===== src/rtl/tipi_fifo_bus.sv =====
// TI-bus window onto a TX FIFO (TI->Pi) and an RX FIFO (Pi->TI) with status/control,
// level registers, sticky error flags and a registered RX-threshold interrupt.
module tipi_fifo_bus #(
    parameter logic [15:0] BASE_ADDR = 16'h5ff9,
    parameter int          DEPTH     = 16,
    parameter int          PTR_W     = 4,
    parameter int          RX_THRESH = 1
) (
    input  logic        clk,
    input  logic        rst_n,
    input  logic        dev_en,
    input  logic [0:15] ti_a,
    input  logic        ti_memen,
    input  logic        ti_we,
    input  logic        ti_dbin,
    input  logic [0:7]  ti_wdata,
    output logic [0:7]  ti_rdata,
    output logic        ti_rdata_oe,
    output logic        irq_n,
    output logic [0:7]  tx_data,
    output logic        tx_valid,
    input  logic        tx_ready,
    input  logic [0:7]  rx_data,
    input  logic        rx_valid,
    output logic        rx_ready
);
    localparam int CW = PTR_W + 1;
    localparam logic [CW-1:0] FULL_CNT = CW'(DEPTH);
    localparam logic [CW-1:0] THR_CNT  = CW'(RX_THRESH);

    localparam logic [15:0] A_STATUS = BASE_ADDR;
    localparam logic [15:0] A_DATA   = BASE_ADDR + 16'd2;
    localparam logic [15:0] A_TXLVL  = BASE_ADDR + 16'd4;
    localparam logic [15:0] A_RXLVL  = BASE_ADDR + 16'd6;

    logic we_s1, we_s2, we_d;
    logic mem_s1, mem_s2, dbin_s1, dbin_s2;
    logic rd_prev, rd_sel, rdy_q;

    logic [0:7]       tx_mem [DEPTH];
    logic [0:7]       rx_mem [DEPTH];
    logic [PTR_W-1:0] tx_wr, tx_rd, rx_wr, rx_rd;
    logic [CW-1:0]    tx_count, rx_count;
    logic             tx_ovf, rx_udf, irq_en;

    logic hit, wr_evt, wr_data, wr_ctrl, rd_live, rd_fall;
    logic tx_full, tx_empty, rx_full, rx_empty;
    logic tx_push, tx_pop, rx_push, rx_pop;
    logic flush_tx, flush_rx, clr_sticky, tx_ovf_set, rx_udf_set;
    logic irq_pending;
    logic [0:7] status;

    assign hit = dev_en && (ti_a == A_STATUS || ti_a == A_DATA ||
                            ti_a == A_TXLVL  || ti_a == A_RXLVL);

    // The write chain resets to the asserted level so a strobe already active at
    // reset release never looks like a fresh edge.
    always_ff @(posedge clk or negedge rst_n) begin
        if (!rst_n) begin
            we_s1   <= 1'b1;
            we_s2   <= 1'b1;
            we_d    <= 1'b1;
            mem_s1  <= 1'b0;
            mem_s2  <= 1'b0;
            dbin_s1 <= 1'b0;
            dbin_s2 <= 1'b0;
            rd_prev <= 1'b0;
            rd_sel  <= 1'b0;
            rdy_q   <= 1'b0;
        end else begin
            we_s1   <= ~ti_we;
            we_s2   <= we_s1;
            we_d    <= we_s2;
            mem_s1  <= ~ti_memen;
            mem_s2  <= mem_s1;
            dbin_s1 <= ti_dbin;
            dbin_s2 <= dbin_s1;
            rd_prev <= rd_live;
            rdy_q   <= 1'b1;
            if (rd_live && !rd_prev)
                rd_sel <= dev_en && (ti_a == A_DATA);
        end
    end

    assign wr_evt  = we_s2 && !we_d && mem_s2 && hit;
    assign wr_data = wr_evt && (ti_a == A_DATA);
    assign wr_ctrl = wr_evt && (ti_a == A_STATUS);
    assign rd_live = mem_s2 && dbin_s2;
    assign rd_fall = rd_prev && !rd_live && rd_sel;

    assign tx_full  = (tx_count == FULL_CNT);
    assign tx_empty = (tx_count == '0);
    assign rx_full  = (rx_count == FULL_CNT);
    assign rx_empty = (rx_count == '0);

    assign tx_valid = !tx_empty;
    assign tx_data  = tx_empty ? 8'h00 : tx_mem[tx_rd];
    assign rx_ready = rdy_q && !rx_full;

    assign flush_tx   = wr_ctrl && ti_wdata[0];
    assign flush_rx   = wr_ctrl && ti_wdata[1];
    assign clr_sticky = wr_ctrl && ti_wdata[2];
    assign tx_push    = wr_data && !tx_full;
    assign tx_ovf_set = wr_data && tx_full;
    assign tx_pop     = tx_valid && tx_ready;
    assign rx_push    = rx_valid && rx_ready;
    assign rx_pop     = rd_fall && !rx_empty;
    assign rx_udf_set = rd_fall && rx_empty;

    always_ff @(posedge clk) begin
        if (tx_push) tx_mem[tx_wr] <= ti_wdata;
        if (rx_push) rx_mem[rx_wr] <= rx_data;
    end

    always_ff @(posedge clk or negedge rst_n) begin
        if (!rst_n) begin
            tx_wr    <= '0;
            tx_rd    <= '0;
            tx_count <= '0;
            rx_wr    <= '0;
            rx_rd    <= '0;
            rx_count <= '0;
            tx_ovf   <= 1'b0;
            rx_udf   <= 1'b0;
            irq_en   <= 1'b0;
            irq_n    <= 1'b1;
        end else begin
            if (flush_tx) begin
                tx_wr    <= '0;
                tx_rd    <= '0;
                tx_count <= '0;
            end else begin
                tx_wr    <= tx_wr + PTR_W'(tx_push);
                tx_rd    <= tx_rd + PTR_W'(tx_pop);
                tx_count <= tx_count + CW'(tx_push) - CW'(tx_pop);
            end
            if (flush_rx) begin
                rx_wr    <= '0;
                rx_rd    <= '0;
                rx_count <= '0;
            end else begin
                rx_wr    <= rx_wr + PTR_W'(rx_push);
                rx_rd    <= rx_rd + PTR_W'(rx_pop);
                rx_count <= rx_count + CW'(rx_push) - CW'(rx_pop);
            end
            if (clr_sticky) begin
                tx_ovf <= 1'b0;
                rx_udf <= 1'b0;
            end else begin
                if (tx_ovf_set) tx_ovf <= 1'b1;
                if (rx_udf_set) rx_udf <= 1'b1;
            end
            if (wr_ctrl) irq_en <= ti_wdata[7];
            irq_n <= !irq_pending;
        end
    end

    assign irq_pending = irq_en && (rx_count >= THR_CNT);
    assign status = {!rx_empty, tx_full, tx_empty, rx_full, tx_ovf, rx_udf, irq_pending, irq_en};
    assign ti_rdata_oe = dev_en && !ti_memen && ti_dbin && hit;

    always_comb begin
        ti_rdata = 8'h00;
        if (ti_rdata_oe) begin
            if (ti_a == A_STATUS)     ti_rdata = status;
            else if (ti_a == A_DATA)  ti_rdata = rx_empty ? 8'h00 : rx_mem[rx_rd];
            else if (ti_a == A_TXLVL) ti_rdata = 8'(tx_count);
            else                      ti_rdata = 8'(rx_count);
        end
    end
endmodule


===== config.mk =====
export PLATFORM = sky130hd
export DESIGN_NAME = tipi_fifo_bus
export DESIGN_NICKNAME = d
export VERILOG_FILES = /design/src/rtl/tipi_fifo_bus.sv
export SDC_FILE = /design/constraint.sdc
export NUM_CORES = 1
export LEC_CHECK = 0
export ABC_AREA = 1
export ABC_CLOCK_PERIOD_IN_PS = 4550
export CAP_MARGIN = 20
export CELL_PAD_IN_SITES_DETAIL_PLACEMENT = 0
export CELL_PAD_IN_SITES_GLOBAL_PLACEMENT = 1
export CORE_UTILIZATION = 52
export CTS_CLUSTER_DIAMETER = 100
export DETAILED_ROUTE_END_ITERATION = 10
export GPL_TIMING_DRIVEN = 0
export PLACE_DENSITY_LB_ADDON = 0.05
export SETUP_SLACK_MARGIN = 0.1
export SYNTH_ARGS = -nofsm -noshare
export SYNTH_HDL_FRONTEND = slang
export SYNTH_SLANG_ARGS = --single-unit
export TNS_END_PERCENT = 20

===== constraint.sdc =====
create_clock -name clk -period 4.55 [get_ports clk]
set_input_delay 0.455 -clock clk [delete_from_list [all_inputs] [get_ports clk]]
set_output_delay 0.455 -clock clk [all_outputs]
set_load 0.03 [all_outputs]

# After elaboration in Yosys (flattened, before gate mapping)
# Memories as Yosys holds them, arrays and structs flattened.
# Index checks and enable logic that the tools add are counted.
# word_totals
regBits	40
latch_bits	0
ram_bits	256
romBits	0
inputBits	40
out_inout_bits	20
word_cells	100
n_memories	2
# op_classes
n_addsub	8
n_mul	0
div_mod_pow	0
order_cmp	1
eq_ne	6
shifts	0
n_mux	20
n_bitwise	2
reduce_logical	41
# mem_list
memory	depth	word_bits	read_ports	rd_ports_with_merged_regs	wr	line_no	source
rx_mem	16	8	1	0	1	41	logic [0:7] rx_mem [DEPTH];
tx_mem	16	8	1	0	1	40	logic [0:7] tx_mem [DEPTH];
# op_table
cell	n
equality test 16 x 15 -> 1 bit, second input constant	4
2-to-1 mux 8 bit	5
logical AND 1 bit	25
adder 4 x 1 -> 4 bit	4
2-to-1 mux 4 bit	4
2-to-1 mux 5 bit	3
adder 5 x 1 -> 5 bit	2
equality test 5 bit, second input constant	2
logical NOT 5 bit	2
subtractor 5 x 1 -> 5 bit	2
logical NOT 1 bit	9
2-to-1 mux 1 bit	8
greater-or-equal comparator 5 x 1 -> 1 bit, second input constant	1
nonzero test 2 bit	2
logical OR 1 bit	3
inverter 1 bit	2

# Logic depth before layout (Yosys ltp)
# logic_depth
depth_word	11
depth_mapped	19
ltp_nobuf	19

# Least setup slack after synthesis
# Ideal clock, no wire load.
# synth_path
kind	reg-to-reg
startpoint	reg rx_count[2]
endpoint	reg rx_count[4]
setup_ps	113
t_arrival_ps	2798
required_time_ps	4437
slack_ps	1639
stages_incl_launch_ff	18
n_path_buf	0
period_less_slack_ps	2911
path_cell_list	dfrtp_1 > inv_1 > ha_1 > nand2_1 > nor3_1 > nor2_1 > nand2_1 > ha_1 > inv_1 > ha_1 > fa_1 > a21oi_1 > nor2_1 > nor2_1 > xnor2_1 > inv_1 > nand2_1 > inv_1
# synth_via
elab_chain_len	7
word_cells_on_any_way	10
classes_between	add/sub: 2; eq/ne: 1; mux: 1; reduce/logical: 6
# synth_lines
element	line_no	source
from (decl)	43	logic [CW-1:0] tx_count, rx_count;
from (signal assigned)	144	rx_count <= rx_count + CW'(rx_push) - CW'(rx_pop);
equality test 5 bit	93	assign rx_full = (rx_count == FULL_CNT);
logical NOT 1 bit	98	assign rx_ready = rdy_q && !rx_full;
logical AND 1 bit	98	
via rx_ready	25	output logic rx_ready
logical AND 1 bit	106	assign rx_push = rx_valid && rx_ready;
adder 5 x 1 -> 5 bit	144	
subtractor 5 x 1 -> 5 bit	144	
2-to-1 mux 5 bit	137	if (flush_rx) begin
# The timed path passes the listed nets, and every way through them passes these cells.
# A chain may end at the register's enable or synchronous reset.

# Final worst setup path
# layout_path
startpoint	reg rx_rd[1]
endpoint	out ti_rdata[5] in the netlist's numbering
# layout_via
elab_chain_len	5
# layout_lines
element	line_no	source
from (decl)	42	logic [PTR_W-1:0] tx_wr, tx_rd, rx_wr, rx_rd;
from (signal assigned)	143	rx_rd <= rx_rd + PTR_W'(rx_pop);
memory (16 x 8 bit)	--	
2-to-1 mux 8 bit (2 in series)	166	else if (ti_a == A_DATA) ti_rdata = rx_empty ? 8'h00 : rx_mem[rx_rd];
2-to-1 mux 8 bit	165	if (ti_a == A_STATUS) ti_rdata = status;
2-to-1 mux 8 bit	164	if (ti_rdata_oe) begin
to (decl)	17	output logic [0:7] ti_rdata,
# No other way between the ends.

==> impl_metrics.env <==
export IMPL_area_delta_synth_final_pct=15.3
export IMPL_run_status="complete, no violations"
export IMPL_critPathMaxFanout=10
export IMPL_synth_nets=1359
export IMPL_start_kind="flip-flop"
export IMPL_tightestPinTransition_ns=0.898
export IMPL_relSlewSlack=0.399
export IMPL_post_route_period_util=0.846
export IMPL_synth_top_family_by_area="simple AND/OR/NAND/NOR gates"
export IMPL_die_y_um=162
export IMPL_remaining_drc_errors=0
export IMPL_comb_power_share=0.371
export IMPL_htreeDepth=1
export IMPL_ctsResizeCount=0
export IMPL_route_antenna_remaining_nets=0
export IMPL_end_kind="output pin"
export IMPL_ys_async_sr_fraction=0.135
export IMPL_stdcell_area_um2=15400
export IMPL_cts_buffers=30
export IMPL_clkTransAtPathRegs_ns=0.06
export IMPL_syn_inst=1294
export IMPL_die_w_um=162
export IMPL_finalNetCount=1452
export IMPL_die_area_um2=26300
export IMPL_synth_edff_count=256
export IMPL_p_per_area_nw_per_um2=595
export IMPL_drt_initial_drc_count=844
export IMPL_grt_pass1_vias=8773
export IMPL_final_max_slew_viol_count=0
export IMPL_drv_cap=0
export IMPL_synth_adder_area_share=0.0246
export IMPL_synth_area_mux_share=0
export IMPL_grt_use_total=0.263
export IMPL_synth_xor_area_frac=0.00985
export IMPL_clk_latency_ns=0.55
export IMPL_ys_types=34
export IMPL_clock_sinks=296
export IMPL_clock_skew_ns=0.0184
export IMPL_place_hpwl_um=23000
export IMPL_critPathRequiredTime_ns=4.09
export IMPL_ios=60
export IMPL_syn_area_um2=13300
export IMPL_drt_vias_per_instance=5.26
export IMPL_fin_crit_ns=3.85
export IMPL_reg2reg_slack_ns=1.49
export IMPL_ys_warn_count=0
export IMPL_grt_first_pass_wirelength_um=51000
export IMPL_layout_commonest_cell="nand2_1"
export IMPL_root_buffer="clkbuf_16"
export IMPL_globalRouteOverflowTotal=0
export IMPL_drt_wl_total_um=32900
export IMPL_hold_path_class="in -> async"
export IMPL_cts_tree="yes"
export IMPL_dr_total_vias=9159
export IMPL_n_antenna_cell=0
export IMPL_rsz0062_at_grt="false"
export IMPL_first_pass_iters=8
export IMPL_avgSynthCellArea_um2=10.3
export IMPL_rows=58
export IMPL_gp_congestion=0.895
export IMPL_timing_rr_start="tx_count[2]"
export IMPL_cts_buffer_depth=3
export IMPL_peakVddDrop_mv=0.390
export IMPL_ys_seq_area_frac=0.652
export IMPL_switching_power_w=0.00345
export IMPL_p_leak_nw=6.34
export IMPL_p_int_w=0.00571
export IMPL_port_buffers=59
export IMPL_synth_simple_gate_area_frac=0.197
export IMPL_synth_seq_cells=296
export IMPL_ys_flop_type="edfxtp_1"
export IMPL_arrival_ns=3.40
export IMPL_start_util=0.530
export IMPL_postCtsSetupRepairBufs=0
export IMPL_placed_area_um2=14400
export IMPL_mostFrequentLayoutCells="nand2_1 (339), edfxtp_1 (256), inv_1 (158)"
export IMPL_timing_setup_tns_ns=0
export IMPL_final_hold_viol_count=0
export IMPL_reg2reg_depth=17
export IMPL_switching_share=0.376
export IMPL_layout_drive_gt1_share=0.0907
export IMPL_synth_compound_area_frac=0.0482
export IMPL_antenna_found_initial=0
export IMPL_p_clk_frac=0.274
export IMPL_fin_ws_ns=0.700
export IMPL_finalSetupViolations=0
export IMPL_grt_max_degree=30
export IMPL_timing_fmax_ghz=0.260
export IMPL_wl_per_cell_um=18.9
export IMPL_critPathKind="reg -> out"
export IMPL_post_place_ws_ns=1.01
export IMPL_whs_ns=0.335
export IMPL_reg2reg_to="tx_count[4]"
export IMPL_pwr_share_seq=0.356
export IMPL_coreArea_um2=25200
## worst max-delay path by stage
stage	slack, ns	endpoint	startpoint	depth (start not counted)
2_1_floorplan	1.64	rx_count[4]	rx_count[2]	17
3_3_place_gp	1.05	tx_count[4]	ti_a[1]	20
3_5_place_dp	1.01	tx_count[4]	ti_a[1]	20
4_1_cts	0.75	ti_rdata[5]	rx_rd[1]	9
5_1_grt	0.59	ti_rdata[5]	rx_rd[1]	9
6_report	0.70	ti_rdata[5]	rx_rd[1]	9
## worst max-delay path, cell delays in order (launching register included)
cell	delay (ns)
dfrtp_1	0.34
buf_2	0.24
clkbuf_1	0.59
nand3_1	0.17
nand3_1	0.13
nand2_1	0.11
nand2_1	0.13
nand3_1	0.16
a21oi_1	0.27
clkdlybuf4s50_1	0.71
## per-stage QoR
stage          std cells  total power (W)   util
2_1_floorplan       1294          0.00549      -
5_1_grt             1741          0.00970  0.611
6_report            1741          0.00916  0.611
3_5_place_dp        1684          0.00667  0.570
3_3_place_gp        1683          0.00664  0.570
4_1_cts             1741          0.00919  0.611
## cells by family (layout without fill, tap and decap cells)
family | Yosys count | count (layout)
buffers and inverters | 227 | 344
other | 1 | 1
AO/OA/AOI/OAI | 115 | 115
flip-flops | 296 | 296
XOR/XNOR | 15 | 15
adder cells (fa/ha/maj) | 25 | 25
AND/OR/NAND/NOR | 615 | 615
## sequential cells by signal, indices dropped and copies added, names as in the netlist
| signal | cells |
|---|---|
| we_s1 | 1 |
| dbin_s2 | 1 |
| mem_s1 | 1 |
| we_s2 | 1 |
| rx_udf | 1 |
| rd_prev | 1 |
| irq_en | 1 |
| rx_mem | 128 |
| dbin_s1 | 1 |
| rdy_q | 1 |
| tx_ovf | 1 |
| we_d | 1 |
| rd_sel | 1 |
| rx_wr | 4 |
| tx_mem | 128 |
| tx_rd | 4 |
| rx_count | 5 |
| tx_count | 5 |
| tx_wr | 4 |
| rx_rd | 4 |
| mem_s2 | 1 |
| irq_n | 1 |
## routing by layer
| metal | share of wire | GRT usage | wire length, um |
|---|---|---|---|
| met3 | 0.077 | 0.0460 | 2540 |
| met2 | 0.44 | 0.399 | 14600 |
| met1 | 0.46 | 0.391 | 15000 |
| met5 | 0 | 0 | 0 |
| met4 | 0.024 | 0.0699 | 780 |
## power groups by stage
| stage | sequential, W | combinational (W) | clock, W |
|---|---|---|---|
| final | 0.00326 | 0.00339 | 0.00251 |
| after global routing | 0.00327 | 0.00378 | 0.00265 |
| after CTS | 0.00326 | 0.00339 | 0.00255 |
| after detailed placement | 0.00331 | 0.00336 | 0 |
| after global placement | 0.00331 | 0.00334 | 0 |
| after floorplan | 0.00327 | 0.00222 | 0 |
## layout make-up
type                            instances  area (um^2)
Clock buffer                           38          781
Tap cell                              330          413
Fill cell                            2109         9800
Timing Repair Buffer                   61          616
Buffer                                 51          249
Sequential cell                       296         8690
Multi-Input combinational cell        771         3730
Inverter                              176          661
Clock inverter                         18          234
## synthesized netlist by cell type (11+ instances only)
cell,number,area share
edfxtp_1,256,0.58
nand3_1,121,0.045
o211ai_1,18,0.010
inv_2,16,0.0045
nor2_1,117,0.033
a21oi_1,42,0.016
inv_1,158,0.044
xor2_1,11,0.0072
ha_1,23,0.022
dfrtp_1,36,0.068
buf_2,22,0.0083
nand2_1,339,0.095
o21ai_0,46,0.017
nand2_2,15,0.0070
clkbuf_1,25,0.0070
## repair_timing
| item | in CTS | in global routing |
|---|---|---|
| hold buffers | 1 | 0 |
| endpoints found under the hold margin | 11 | 0 |
| endpoints found under the setup margin | 0 | 0 |
No activity file was read; power rests on OpenSTA's default activity.
